[config.mk]
export PLATFORM = sky130hd
export DESIGN_NAME = traffic_ctrl_param
export DESIGN_NICKNAME = d
export VERILOG_FILES = /design/src/rtl/traffic_ctrl_param.sv
export SDC_FILE = /design/constraint.sdc
export NUM_CORES = 1
export LEC_CHECK = 0
export ABC_AREA = 0
export CORE_ASPECT_RATIO = 1.25
export CORE_MARGIN = 1
export CORE_UTILIZATION = 30
export CTS_BUF_LIST = sky130_fd_sc_hd__clkbuf_8
export DETAILED_ROUTE_END_ITERATION = 6
export REMOVE_ABC_BUFFERS = 1
export SYNTH_ARGS = -nofsm -noshare
export SYNTH_HDL_FRONTEND = slang
export SYNTH_SLANG_ARGS = --single-unit
export TNS_END_PERCENT = 100
[constraint.sdc]
create_clock -name clk -period 2.4 [get_ports clk]
set_clock_uncertainty 0.05 [all_clocks]
set_input_delay 0.24 -clock clk [delete_from_list [all_inputs] [get_ports clk]]
set_output_delay 0.24 -clock clk [all_outputs]
set_load 0.01 [all_outputs]
[src/rtl/traffic_ctrl_param.sv]
// Highway/farm-road traffic-light controller with parametrised dwell times,
// a guaranteed minimum highway green and a capped farm green with timeout pulse.
//
// state | meaning
// S0    | highway GREEN, farm RED    (held >= MIN_MAIN_GREEN, leaves on x)
// S1    | highway YELLOW, farm RED   (Y2R_DELAY cycles)
// S2    | all RED                    (R2G_DELAY cycles)
// S3    | highway RED, farm GREEN    (until x drops or MAX_SIDE_GREEN)
// S4    | highway RED, farm YELLOW   (Y2R_DELAY cycles)
module traffic_ctrl_param #(
    parameter int Y2R_DELAY      = 3,
    parameter int R2G_DELAY      = 2,
    parameter int MIN_MAIN_GREEN = 8,
    parameter int MAX_SIDE_GREEN = 6,
    parameter int CNT_W          = 4
) (
    input  logic       clk,
    input  logic       clear,
    input  logic       x,
    output logic [1:0] highway,
    output logic [1:0] farm,
    output logic [2:0] state,
    output logic       side_timeout
);

    localparam int CNT_SPAN = 1 << CNT_W;

    if (Y2R_DELAY < 1 || Y2R_DELAY > CNT_SPAN ||
        R2G_DELAY < 1 || R2G_DELAY > CNT_SPAN ||
        MIN_MAIN_GREEN < 1 || MIN_MAIN_GREEN > CNT_SPAN ||
        MAX_SIDE_GREEN < 1 || MAX_SIDE_GREEN > CNT_SPAN) begin : g_bad_params
        $error("traffic_ctrl_param: every delay must be in 1..2**CNT_W");
    end

    typedef enum logic [2:0] {
        S0 = 3'd0,
        S1 = 3'd1,
        S2 = 3'd2,
        S3 = 3'd3,
        S4 = 3'd4
    } state_t;

    localparam logic [1:0] RED    = 2'd0;
    localparam logic [1:0] YELLOW = 2'd1;
    localparam logic [1:0] GREEN  = 2'd2;

    // Terminal-count values: cnt holds (cycles already spent in the state) - 1 at each edge.
    localparam logic [CNT_W-1:0] Y2R_LAST = CNT_W'(Y2R_DELAY - 1);
    localparam logic [CNT_W-1:0] R2G_LAST = CNT_W'(R2G_DELAY - 1);
    localparam logic [CNT_W-1:0] MIN_LAST = CNT_W'(MIN_MAIN_GREEN - 1);
    localparam logic [CNT_W-1:0] MAX_LAST = CNT_W'(MAX_SIDE_GREEN - 1);

    state_t           cur;
    state_t           nxt;
    logic [CNT_W-1:0] cnt;
    logic             timeout_hit;

    always_comb begin
        nxt         = cur;
        timeout_hit = 1'b0;
        case (cur)
            S0: if (x && cnt >= MIN_LAST) nxt = S1;
            S1: if (cnt == Y2R_LAST) nxt = S2;
            S2: if (cnt == R2G_LAST) nxt = S3;
            S3: begin
                // A simultaneous sensor drop wins over the cap, so no pulse then.
                if (!x || cnt == MAX_LAST) begin
                    nxt         = S4;
                    timeout_hit = x;
                end
            end
            S4: if (cnt == Y2R_LAST) nxt = S0;
            default: nxt = S0;
        endcase
    end

    always_ff @(posedge clk) begin
        if (clear) begin
            cur          <= S0;
            cnt          <= '0;
            highway      <= GREEN;
            farm         <= RED;
            side_timeout <= 1'b0;
        end else begin
            cur          <= nxt;
            side_timeout <= timeout_hit;
            if (nxt != cur) begin
                cnt <= '0;
            end else if (cnt != '1) begin
                cnt <= cnt + 1'b1;
            end
            // Lights are registered from the next state so they track the state register exactly.
            case (nxt)
                S0:      begin highway <= GREEN;  farm <= RED;    end
                S1:      begin highway <= YELLOW; farm <= RED;    end
                S2:      begin highway <= RED;    farm <= RED;    end
                S3:      begin highway <= RED;    farm <= GREEN;  end
                S4:      begin highway <= RED;    farm <= YELLOW; end
                default: begin highway <= RED;    farm <= RED;    end
            endcase
        end
    end

    assign state = cur;

endmodule

**Word-level counts from Yosys, hierarchy flattened**

Cells that the tools add are included.

- Register bits: 12
- Bits of input ports: 3
- Output and inout bits: 8
- Word-level logic and storage cells: 36

- Equality and inequality tests: 12
- $lt $le $gt $ge: 1
- Bitwise operators: 2
- Reductions and logical operators: 7
- Multiplexer cells: 8
- Add/sub/neg operators: 1

Operators by type and width:

| operator | number |
|---|---|
| $mux 3 | 5 |
| $pmux 3 s5 | 1 |
| $eq 3x2->1 const B | 3 |
| $pmux 2 s2 | 2 |
| $eq 3x1->1 const B | 2 |
| $eq 3x3->1 const B | 2 |
| $logic_not 3->1 | 2 |
| $add 4x1->4 const B | 1 |
| $eq 4x1->1 const B | 1 |
| $eq 4x2->1 const B | 1 |
| $eq 4x3->1 const B | 1 |
| $ge 4x3->1 const B | 1 |
| $ne 4x4->1 const B | 1 |
| $ne 3x3->1 | 1 |
| $reduce_or 3->1 | 1 |
| $not 1->1 | 2 |
| $reduce_or 2->1 | 1 |
| $logic_and 1x1->1 | 1 |
| $logic_not 1->1 | 1 |
| $logic_or 1x1->1 | 1 |

**Longest topological paths before layout**

Gate-level depths: netlist of run 1.

- Depth after elaboration: 6
- Gate-level depth with buffers: 7
- Gate-level depth less buffers: 7

**Worst setup path after synthesis of run 1**

OpenSTA, ideal clock, no wires.

- Path kind: reg-to-reg
- Start: register cnt[1]
- End: register cnt[1]
- Data required time: 2250 ps
- Slack: 437 ps
- Setup time: 100 ps
- Cell stages (with the launch flop): 7
- Arrival: 1813 ps
- Clock period less this slack: 1963 ps
- Path through: dfxtp_1 > ha_1 > nor3b_4 > nor3_2 > nor4_4 > mux2_4 > a2111oi_4

- Word-level cells in the longest chain between the ends: 6
- Elaborated cells on any way between the ends: 16
- Classes of those cells: add/sub: 1; order compare: 1; eq/ne: 5; mux: 6; reduce/logical: 3

RTL lines:

| what | line | RTL |
|---|---|---|
| from (decl) | 55 | `logic [CNT_W-1:0] cnt;` |
| from (signal assigned) | 90 | `cnt <= cnt + 1'b1;` |
| $ge 4x3->1 or $eq 4x3->1 (tied branches) | 62, 67 |  |
| $logic_and 1x1->1 or $logic_or 1x1->1 (tied branches) | 62, 67 |  |
| $mux 3 (on tied branches) | 62, 67 |  |
| $pmux 3 s5 | 61 | `case (cur)` |
| $ne 3x3->1 | 87 | `if (nxt != cur) begin` |
| $reduce_or 2->1 (no line) | - |  |

Several ways; a longest one is shown, not always the timed one.
A chain may end at the register's enable or synchronous reset.

**Worst setup path after layout of run 1**

Ends and elaborated chain as after synthesis.

==> impl_table.tex, run 1 <==
\begin{tabular}{lr}
\hline
Metric & Value \\
\hline
\multicolumn{2}{l}{\textbf{Synth}} \\
\quad Top cells by count, synth & sky130\_fd\_sc\_hd\_\_dfxtp\_1 (12), sky130\_fd\_sc\_hd\_\_nor2\_1 (7), sky130\_fd\_sc\_hd\_\_nor3\_1 (5), sky130\_fd\_sc\_hd\_\_a21oi\_1 (4) \\
\quad Syn\_area\_per\_cell & 10.01 um2 \\
\quad Cell taking the most area after synthesis & sky130\_fd\_sc\_hd\_\_dfxtp\_1 \\
\quad Number of enable-type register cells in the synthesized netlist & 0 \\
\quad Adder and majority cell fraction of the synthesized area & 0.05597 \\
\quad Post-Synthesis Cells & 67 \\
\quad \#FFs+latches synth & 12 \\
\quad Most numerous cell in the Yosys netlist & sky130\_fd\_sc\_hd\_\_dfxtp\_1 \\
\quad Dominant register cell in the synthesized netlist & sky130\_fd\_sc\_hd\_\_dfxtp\_1 \\
\quad Area share of the largest cell type after synthesis & 0.3582 \\
\quad Number of warnings issued by yosys & 0 \\
\quad Xor/xnor cell area share of the yosys netlist & 0.01306 \\
\quad Portion of the post-synthesis area used by sequential elements & 0.3582 \\
\quad Multiplexer share of the synthesized area & 0.03918 \\
\quad Complex-gate fraction of the synthesized area & 0.1231 \\
\quad Distinct cell type count of the synthesized netlist & 31 \\
\quad Share of synthesized cell area in and, or, nand and nor gates & 0.3526 \\
\quad Largest family of logic cells by synthesized area & simple AND/OR/NAND/NOR gates \\
\quad Post-synth design cell area & 670.6 um2 \\
\quad Fraction of registers with async set/reset & 0 \\
\quad Largest cells by area after synthesis & sky130\_fd\_sc\_hd\_\_dfxtp\_1 (36\%), sky130\_fd\_sc\_hd\_\_nor4\_4 (6.3\%), sky130\_fd\_sc\_hd\_\_ha\_1 (5.6\%) \\
\multicolumn{2}{l}{\textbf{Placed design}} \\
\quad Placed Cells incl. Taps & a little over 100 \\
\quad RePlAce Congestion & 0.6829 \\
\quad Number of buffer cells added on primary ports & 10 \\
\quad Instance area at placement & 780.7 um2 \\
\quad Detailed-placement wirelength estimate & between 900 and 1000 um \\
\multicolumn{2}{l}{\textbf{Routing}} \\
\quad Total number of vias & a little over 500 \\
\quad Total length of routed wires & 1275 um \\
\quad Routed wire per std cell & approximately 12 um \\
\quad Met1 WL & 612 um \\
\quad \# DRC & 0 \\
\quad Met3 WL post-DR & between 20 and 30 um \\
\quad 1st-iter DRT viols & 1 \\
\quad DRT antenna net count & 0 \\
\quad Initial DRT Pass Iterations & 4 \\
\quad Post-DR vias/cell & 4.832 \\
\quad Routed wl met2 & between 500 and 600 um \\
\quad Top routing layer in use & met4 \\
\multicolumn{2}{l}{\textbf{STA}} \\
\quad Hold violation count in the final report & 0 \\
\quad Post-route fraction of the period consumed by the critical path & 0.8963 \\
\quad Final setup vio count & 0 \\
\quad Setup repair after global routing missed its margin & false \\
\quad Fmax & between 400 and 500 MHz \\
\quad Time the final worst path needs with I/O delays and setup & 2151 ps \\
\quad Slew Limit Headroom & 0.7200 \\
\quad Pin slew with the least headroom to its limit & approximately 420 ps \\
\quad Setup TNS & 0 ps \\
\quad Max-slew violation total from the final report & 0 \\
\multicolumn{2}{l}{\textbf{Setup path}} \\
\quad Crit path buf inv count & 0 \\
\quad CP startpoint & cnt[1] \\
\quad Crit Path Max Fanout & 6 \\
\quad Critical Setup Path Class & reg2reg \\
\quad Category of the worst setup path capture point & flop \\
\quad Data arrival time at the worst-slack endpoint & $\sim$2300 ps \\
\quad Critical Path Start Type & flop \\
\quad RR Startpoint & cnt[1] \\
\quad Gate family responsible for the most delay along the worst path & simple AND/OR/NAND/NOR gates \\
\quad Cell with the largest stage delay on the worst path & sky130\_fd\_sc\_hd\_\_dfxtp\_1 \\
\quad Highest cell delay on the worst timing path & 410 ps \\
\quad Critical-path cell list & ha\_1 > nor3b\_4 > nor3\_2 > nor4\_4 > mux2\_4 > a2111oi\_4 \\
\quad Data required, critical path & about 2500 ps \\
\multicolumn{2}{l}{\textbf{Layout}} \\
\quad Layout filler cell count & 197 \\
\quad Area of the multi-input gates & between 300 and 400 um2 \\
\quad Layout net count & 84 \\
\quad Footprint of the flip-flops and latches & 240.2 um2 \\
\quad Fraction of layout instances using a drive strength above 1 & 0.1558 \\
\quad Post-Layout Inst Area & 835.8 um2 \\
\quad Antenna diode count & 0 \\
\quad Layout Cells excl Fill & about 110 \\
\quad Area growth syn-to-layout & 24.63\% \\
\multicolumn{2}{l}{\textbf{Pwr}} \\
\quad Combinational power share & 0.098 \\
\quad Part of the total power dissipated in the clock network & 0.455 \\
\quad VDD IR-drop max & $\sim$0.23 mV \\
\quad Portion of total power attributed to sequential cells & 0.446 \\
\quad Internal Dissipation & 0.0003755 W \\
\quad Leakage component of the power & 0.2727 nW \\
\quad Power per standard cell area & 580.9 mW/mm2 \\
\quad Sw Share & 0.2266 \\
\quad Total net switching power & 0.0001100 W \\
\multicolumn{2}{l}{\textbf{Clocking}} \\
\quad Clock network latency to the later pin of the worst-skew pair & 240 ps \\
\quad Clock tree from TritonCTS & yes \\
\quad Number of hold buffers added after cts & 0 \\
\quad Clock H-tree levels & 1 \\
\quad Clock tree root driver cell & sky130\_fd\_sc\_hd\_\_clkbuf\_8 \\
\quad CTS sink cnt & 12 \\
\quad Maximum buffer depth of the clock tree & 2 \\
\quad CTS Buf Count & 3 \\
\quad Setup bufs post-CTS & 0 \\
\quad Post\_cts resized & 0 \\
\quad Clock-pin transition on the worst setup and hold timing paths & 50 ps \\
\multicolumn{2}{l}{\textbf{Worst hold path}} \\
\quad Hold\_sp & cnt[0] \\
\quad Type of the most critical hold path & reg2reg \\
\multicolumn{2}{l}{\textbf{Die}} \\
\quad Std-Cell Rows & 18 \\
\quad Height of the die & 54.86 um \\
\quad Die boundary width & 44.29 um \\
\quad Floorplan die area & 0.002430 mm2 \\
\quad Starting density of the core & 0.3272 \\
\quad Boundary Pins & 11 \\
\quad Core Area & 0.002049 mm2 \\
\multicolumn{2}{l}{\textbf{Global route}} \\
\quad Total global routing overflow & 0 \\
\quad Overall track demand over capacity in global routing & 0.1226 \\
\quad Maximum number of pins on one net before global-route repair & 12 \\
\quad Global-route wire length before repair & around 2000 um \\
\quad Number of antenna violations at the first check in global routing & 0 \\
\quad Via count of the first global-routing pass & 440 \\
\multicolumn{2}{l}{\textbf{Outcome}} \\
\quad Status & complete, no violations \\
\multicolumn{2}{l}{\textbf{Job}} \\
\quad Number of maximum-capacitance constraint violations & 0 \\
\hline
\end{tabular}
## layer usage
layer	global-route usage	vias to the layer above
met3	0.02310	4
met2	0.1887	9
met5	0	-
met4	0.1212	0
met1	0.1392	239
li1	-	265
## metrics by stage
step	power [W]	worst slack, ps	util	hold slack, ps
5_1_grt	0.0005060	116.5	0.4078	633.8
4_1_cts	0.0004917	236.2	0.4078	581.0
3_5_place_dp	0.0002684	246.8	0.3810	564.1
2_1_floorplan	0.0002536	428.0	-	262.4
3_3_place_gp	0.0002673	272.7	0.3810	578.4
6_report	0.0004855	248.8	0.4078	580.6
## worst register-to-register path: cells and delay by family (launching register included)
family / cells / cell delay [ps]
AOI/OAI and AO/OA: 1 / 250
DFF: 1 / 410
adders and majority gates: 1 / 180
and+or+nand+nor: 3 / 790
muxes: 1 / 370
## cells in the final DEF (no fill, tap or decap), drive strengths merged
master	netlist	routed
nand2	1	1
nor3	6	6
clkbuf	1	4
xnor2	1	1
o21ai	1	1
nand2b	2	2
clkdlybuf4s50	0	10
nor2b	1	1
nor4	6	6
o32a	1	1
a21boi	1	1
nand4bb	1	1
nor2	7	7
a2111oi	1	1
ha	3	3
inv	3	3
nand3b	3	3
dfxtp	12	12
nor3b	2	2
mux2	2	2
nand4b	1	1
nand3	2	2
a31oi	2	2
a21oi	4	4
## sequential cells by signal, summed over array words and instances, names as in the netlist
register      cells
state             3
cnt               4
farm              2
side_timeout      1
highway           2
## cell type report
cell class	instances	share of cell area
multi-input cells	48	0.4686
clock buffers	4	0.06587
flip-flops and latches	12	0.2874
repair buffers	10	0.1198
inverters	3	0.01347
well taps	30	0.04491
## power groups by stage
stage | Clock, W | Sequential (W) | Combinational [W]
after detailed placement | 0 | 0.000221 | 0.0000474
after floorplan | 0 | 0.000219 | 0.0000345
final | 0.000221 | 0.000217 | 0.0000476
after CTS | 0.000227 | 0.000217 | 0.0000479
after global routing | 0.000235 | 0.000219 | 0.0000528
after global placement | 0 | 0.000220 | 0.0000469
## cells by family (layout without fill, tap and decap cells)
kind of cell | Yosys count | after routing
AOI/OAI and AO/OA | 10 | 10
xor gates and xnor gates | 1 | 1
adders and majority gates | 3 | 3
buffers and inverters | 7 | 17
DFF | 12 | 12
muxes | 2 | 2
and+or+nand+nor | 32 | 32
## worst paths after layout
check / slack, ps / end / depth (start not counted)
min reg2reg: 580 / cnt[0] / 2
max: 250 / cnt[1] / 6
min: 580 / cnt[0] / 2
max reg2reg: 250 / cnt[1] / 6
Power figures use the tool's default switching activity.
==> run 2: changes to the inputs <==
- GPL_TIMING_DRIVEN: unset -> 0
- HOLD_SLACK_MARGIN: unset -> 0.06
==> impl_table.tex, run 2 (synthesis gave the netlist of run 1 again) <==
\begin{tabular}{lr}
\hline
Metric & Value \\
\hline
\multicolumn{2}{l}{\textbf{Clocking}} \\
\quad Number of hold buffers added after cts & 0 (unchanged) \\
\quad Clock tree from TritonCTS & yes \\
\quad Maximum buffer depth of the clock tree & 2 (unchanged) \\
\quad CTS Buf Count & 3 (unchanged) \\
\quad Post\_cts resized & 0 (unchanged) \\
\quad Clock-pin transition on the worst setup and hold timing paths & 50 ps (about the same) \\
\quad Clock network latency to the later pin of the worst-skew pair & 240 ps (about the same) \\
\quad Clock H-tree levels & 1 (unchanged) \\
\quad Setup bufs post-CTS & 0 (unchanged) \\
\quad CTS sink cnt & 12 (unchanged) \\
\quad Clock tree root driver cell & sky130\_fd\_sc\_hd\_\_clkbuf\_8 \\
\multicolumn{2}{l}{\textbf{Global route}} \\
\quad Maximum number of pins on one net before global-route repair & 12 (unchanged) \\
\quad Overall track demand over capacity in global routing & 0.1188 (-0.003771) \\
\quad Number of antenna violations at the first check in global routing & 0 (unchanged) \\
\quad Busiest grt layer & met2 \\
\quad Total global routing overflow & 0 (unchanged) \\
\quad Via count of the first global-routing pass & 448 (+1.8\%) \\
\quad Global-route wire length before repair & 2104 um (+3.7\%) \\
\quad Met1 Resource Use GR & 0.1637 (+0.02454) \\
\quad Met2 capacity usage during global routing & 0.1838 (-0.004902) \\
\quad Met3 routing resource usage after global routing & 0.02970 (+0.006601) \\
\multicolumn{2}{l}{\textbf{STA}} \\
\quad Setup TNS & 0 ps (unchanged) \\
\quad Final setup vio count & 0 (unchanged) \\
\quad Hold violation count in the final report & 0 (unchanged) \\
\quad Post-route fraction of the period consumed by the critical path & 0.9172 (+0.02090) \\
\quad Worst Slack Setup Final & 198.6 ps (-50.16 ps) \\
\quad Slew Limit Headroom & 0.7259 (+0.005918) \\
\quad Setup repair after global routing missed its margin & false \\
\quad Fmax & 454.3 MHz (-2.3\%) \\
\quad Max-slew violation total from the final report & 0 (unchanged) \\
\quad Time the final worst path needs with I/O delays and setup & 2201 ps (+50.16 ps) \\
\quad Pin slew with the least headroom to its limit & 410.6 ps (-8.864 ps) \\
\multicolumn{2}{l}{\textbf{Die}} \\
\quad Core Area & 0.002049 mm2 (unchanged) \\
\quad Starting density of the core & 0.3272 (unchanged) \\
\quad Height of the die & 54.86 um (unchanged) \\
\quad Std-Cell Rows & 18 (unchanged) \\
\quad Die boundary width & 44.29 um (unchanged) \\
\quad Floorplan die area & 0.002430 mm2 (unchanged) \\
\quad Boundary Pins & 11 (unchanged) \\
\multicolumn{2}{l}{\textbf{Layout}} \\
\quad Fraction of layout instances using a drive strength above 1 & 0.1558 (unchanged) \\
\quad Register with the most flip-flops & cnt \\
\quad Layout filler cell count & 207 (+5.1\%) \\
\quad Utilization after layout & 0.4078 (unchanged) \\
\quad Commonest non-fill, non-tap cell in the layout & sky130\_fd\_sc\_hd\_\_dfxtp\_1 \\
\quad Commonest non-fill, non-tap cells in the layout & sky130\_fd\_sc\_hd\_\_dfxtp\_1 (12), sky130\_fd\_sc\_hd\_\_clkdlybuf4s50\_1 (10), sky130\_fd\_sc\_hd\_\_nor2\_1 (7) \\
\quad Antenna diode count & 0 (unchanged) \\
\quad Area growth syn-to-layout & 24.63\% (unchanged) \\
\quad Flip-flop count of the largest register, all copies and words added & 4 (unchanged) \\
\quad Layout net count & 84 (unchanged) \\
\multicolumn{2}{l}{\textbf{Routing}} \\
\quad DRT antenna net count & 0 (unchanged) \\
\quad Initial DRT Pass Iterations & 4 (unchanged) \\
\quad 1st-iter DRT viols & 15 (+14) \\
\quad \# DRC & 0 (unchanged) \\
\quad Total number of vias & 509 (-1.5\%) \\
\quad Post-DR vias/cell & 4.757 (-1.5\%) \\
\quad Total length of routed wires & 1235 um (-3.1\%) \\
\quad Routed wire per std cell & 11.54 um (-3.1\%) \\
\multicolumn{2}{l}{\textbf{Setup path}} \\
\quad RR Startpoint & cnt[1] \\
\quad Data arrival time at the worst-slack endpoint & 2290 ps (+40 ps) \\
\quad Category of the worst setup path capture point & flop \\
\quad Data required, critical path & 2490 ps (about the same) \\
\quad Worst R2R Setup Slack & 200 ps (-50 ps) \\
\quad Critical Setup Path Class & reg2reg \\
\quad Reg2Reg Depth & 6 (unchanged) \\
\quad Critical R2R Capture & cnt[1] \\
\quad Critical Path Start Type & flop \\
\quad Crit Path Max Fanout & 6 (unchanged) \\
\multicolumn{2}{l}{\textbf{Placed design}} \\
\quad Number of buffer cells added on primary ports & 10 (unchanged) \\
\quad RePlAce Congestion & 0.7481 (+9.5\%) \\
\quad Worst slack at placement & 202.3 ps (-44.45 ps) \\
\quad Detailed-placement wirelength estimate & 891.7 um (-5.1\%) \\
\multicolumn{2}{l}{\textbf{Outcome}} \\
\quad Status & complete, no violations \\
\multicolumn{2}{l}{\textbf{Worst hold path}} \\
\quad Hold\_sp & cnt[0] \\
\quad Type of the most critical hold path & reg2reg \\
\quad Number of cells on the worst hold path & 2 (unchanged) \\
\quad Worst Hold Path EP & cnt[0] \\
\multicolumn{2}{l}{\textbf{Pwr}} \\
\quad Power per standard cell area & 574.5 mW/mm2 (-1.1\%) \\
\quad VDD IR-drop max & 0.3016 mV (+34\%) \\
\quad Leakage component of the power & 0.2727 nW (unchanged) \\
\multicolumn{2}{l}{\textbf{Job}} \\
\quad Number of maximum-capacitance constraint violations & 0 (unchanged) \\
\hline
\end{tabular}
-- run 2: cell counts in the layout (fill, tap and decap cells not counted) --
No cell type changed its count.
-- run 2: where the power goes --
group	total (W)	switching, W	internal [W]	leakage, nW
registers	0.000217	0.0000113	0.000206	0.0973
clock network	0.000215	0.0000708	0.000145	0.0288
logic	0.0000477	0.0000231	0.0000246	0.147
-- run 2: layout make-up --
cell class | instances | area (um2) | share of cell area
tap | 30 | 37.54 | 0.04491
sequential | 12 | 240.2 | 0.2874
multi-input combinational | 48 | 391.6 | 0.4686
timing repair buffer | 10 | 100.1 | 0.1198
clock buffer | 4 | 55.05 | 0.06587
inverter | 3 | 11.26 | 0.01347
-- run 2: critical path: stages (launching register included) --
cell	delay (ps)
sky130_fd_sc_hd__dfxtp_1	410
sky130_fd_sc_hd__ha_1	190
sky130_fd_sc_hd__nor3b_4	290
sky130_fd_sc_hd__nor3_2	90
sky130_fd_sc_hd__nor4_4	430
sky130_fd_sc_hd__mux2_4	380
sky130_fd_sc_hd__a2111oi_4	270
-- run 2: metrics by stage --
stage	area, um2	hold slack [ps]	cells	power [W]
6_report	835.8	572.5	107	0.0004802
5_1_grt	835.8	605.5	107	0.0005029
4_1_cts	835.8	578.0	107	0.0004871
3_5_place_dp	780.7	569.4	103	0.0002693
3_3_place_gp	780.7	564.9	103	0.0002668
2_1_floorplan	643.1	262.4	63	0.0002536
-- run 2: worst max-delay path by stage --
stage / end / cells past startpoint / slack (ps) / start
after floorplan: cnt[1] / 6 / 430 / cnt[1]
after global placement: cnt[1] / 6 / 230 / cnt[1]
after detailed placement: cnt[1] / 6 / 200 / cnt[1]
after CTS: cnt[1] / 6 / 190 / cnt[1]
after global routing: cnt[1] / 6 / 20 / cnt[1]
final: cnt[1] / 6 / 200 / cnt[1]
-- run 2: metal layers --
| layer | routed length (um) | up-vias | part of all wire |
|---|---|---|---|
| met5 | 0 | - | 0 |
| met4 | 0 | 0 | 0 |
| met3 | 34 | 0 | 0.028 |
| met2 | 644 | 11 | 0.52 |
| met1 | 556 | 233 | 0.45 |
| li1 | - | 265 | - |
==> run 3: changes to the inputs <==
- GPL_ROUTABILITY_DRIVEN: unset -> 0
==> results of run 3 <==
The final DEF is identical to that of run 2; final timing and power are the same.
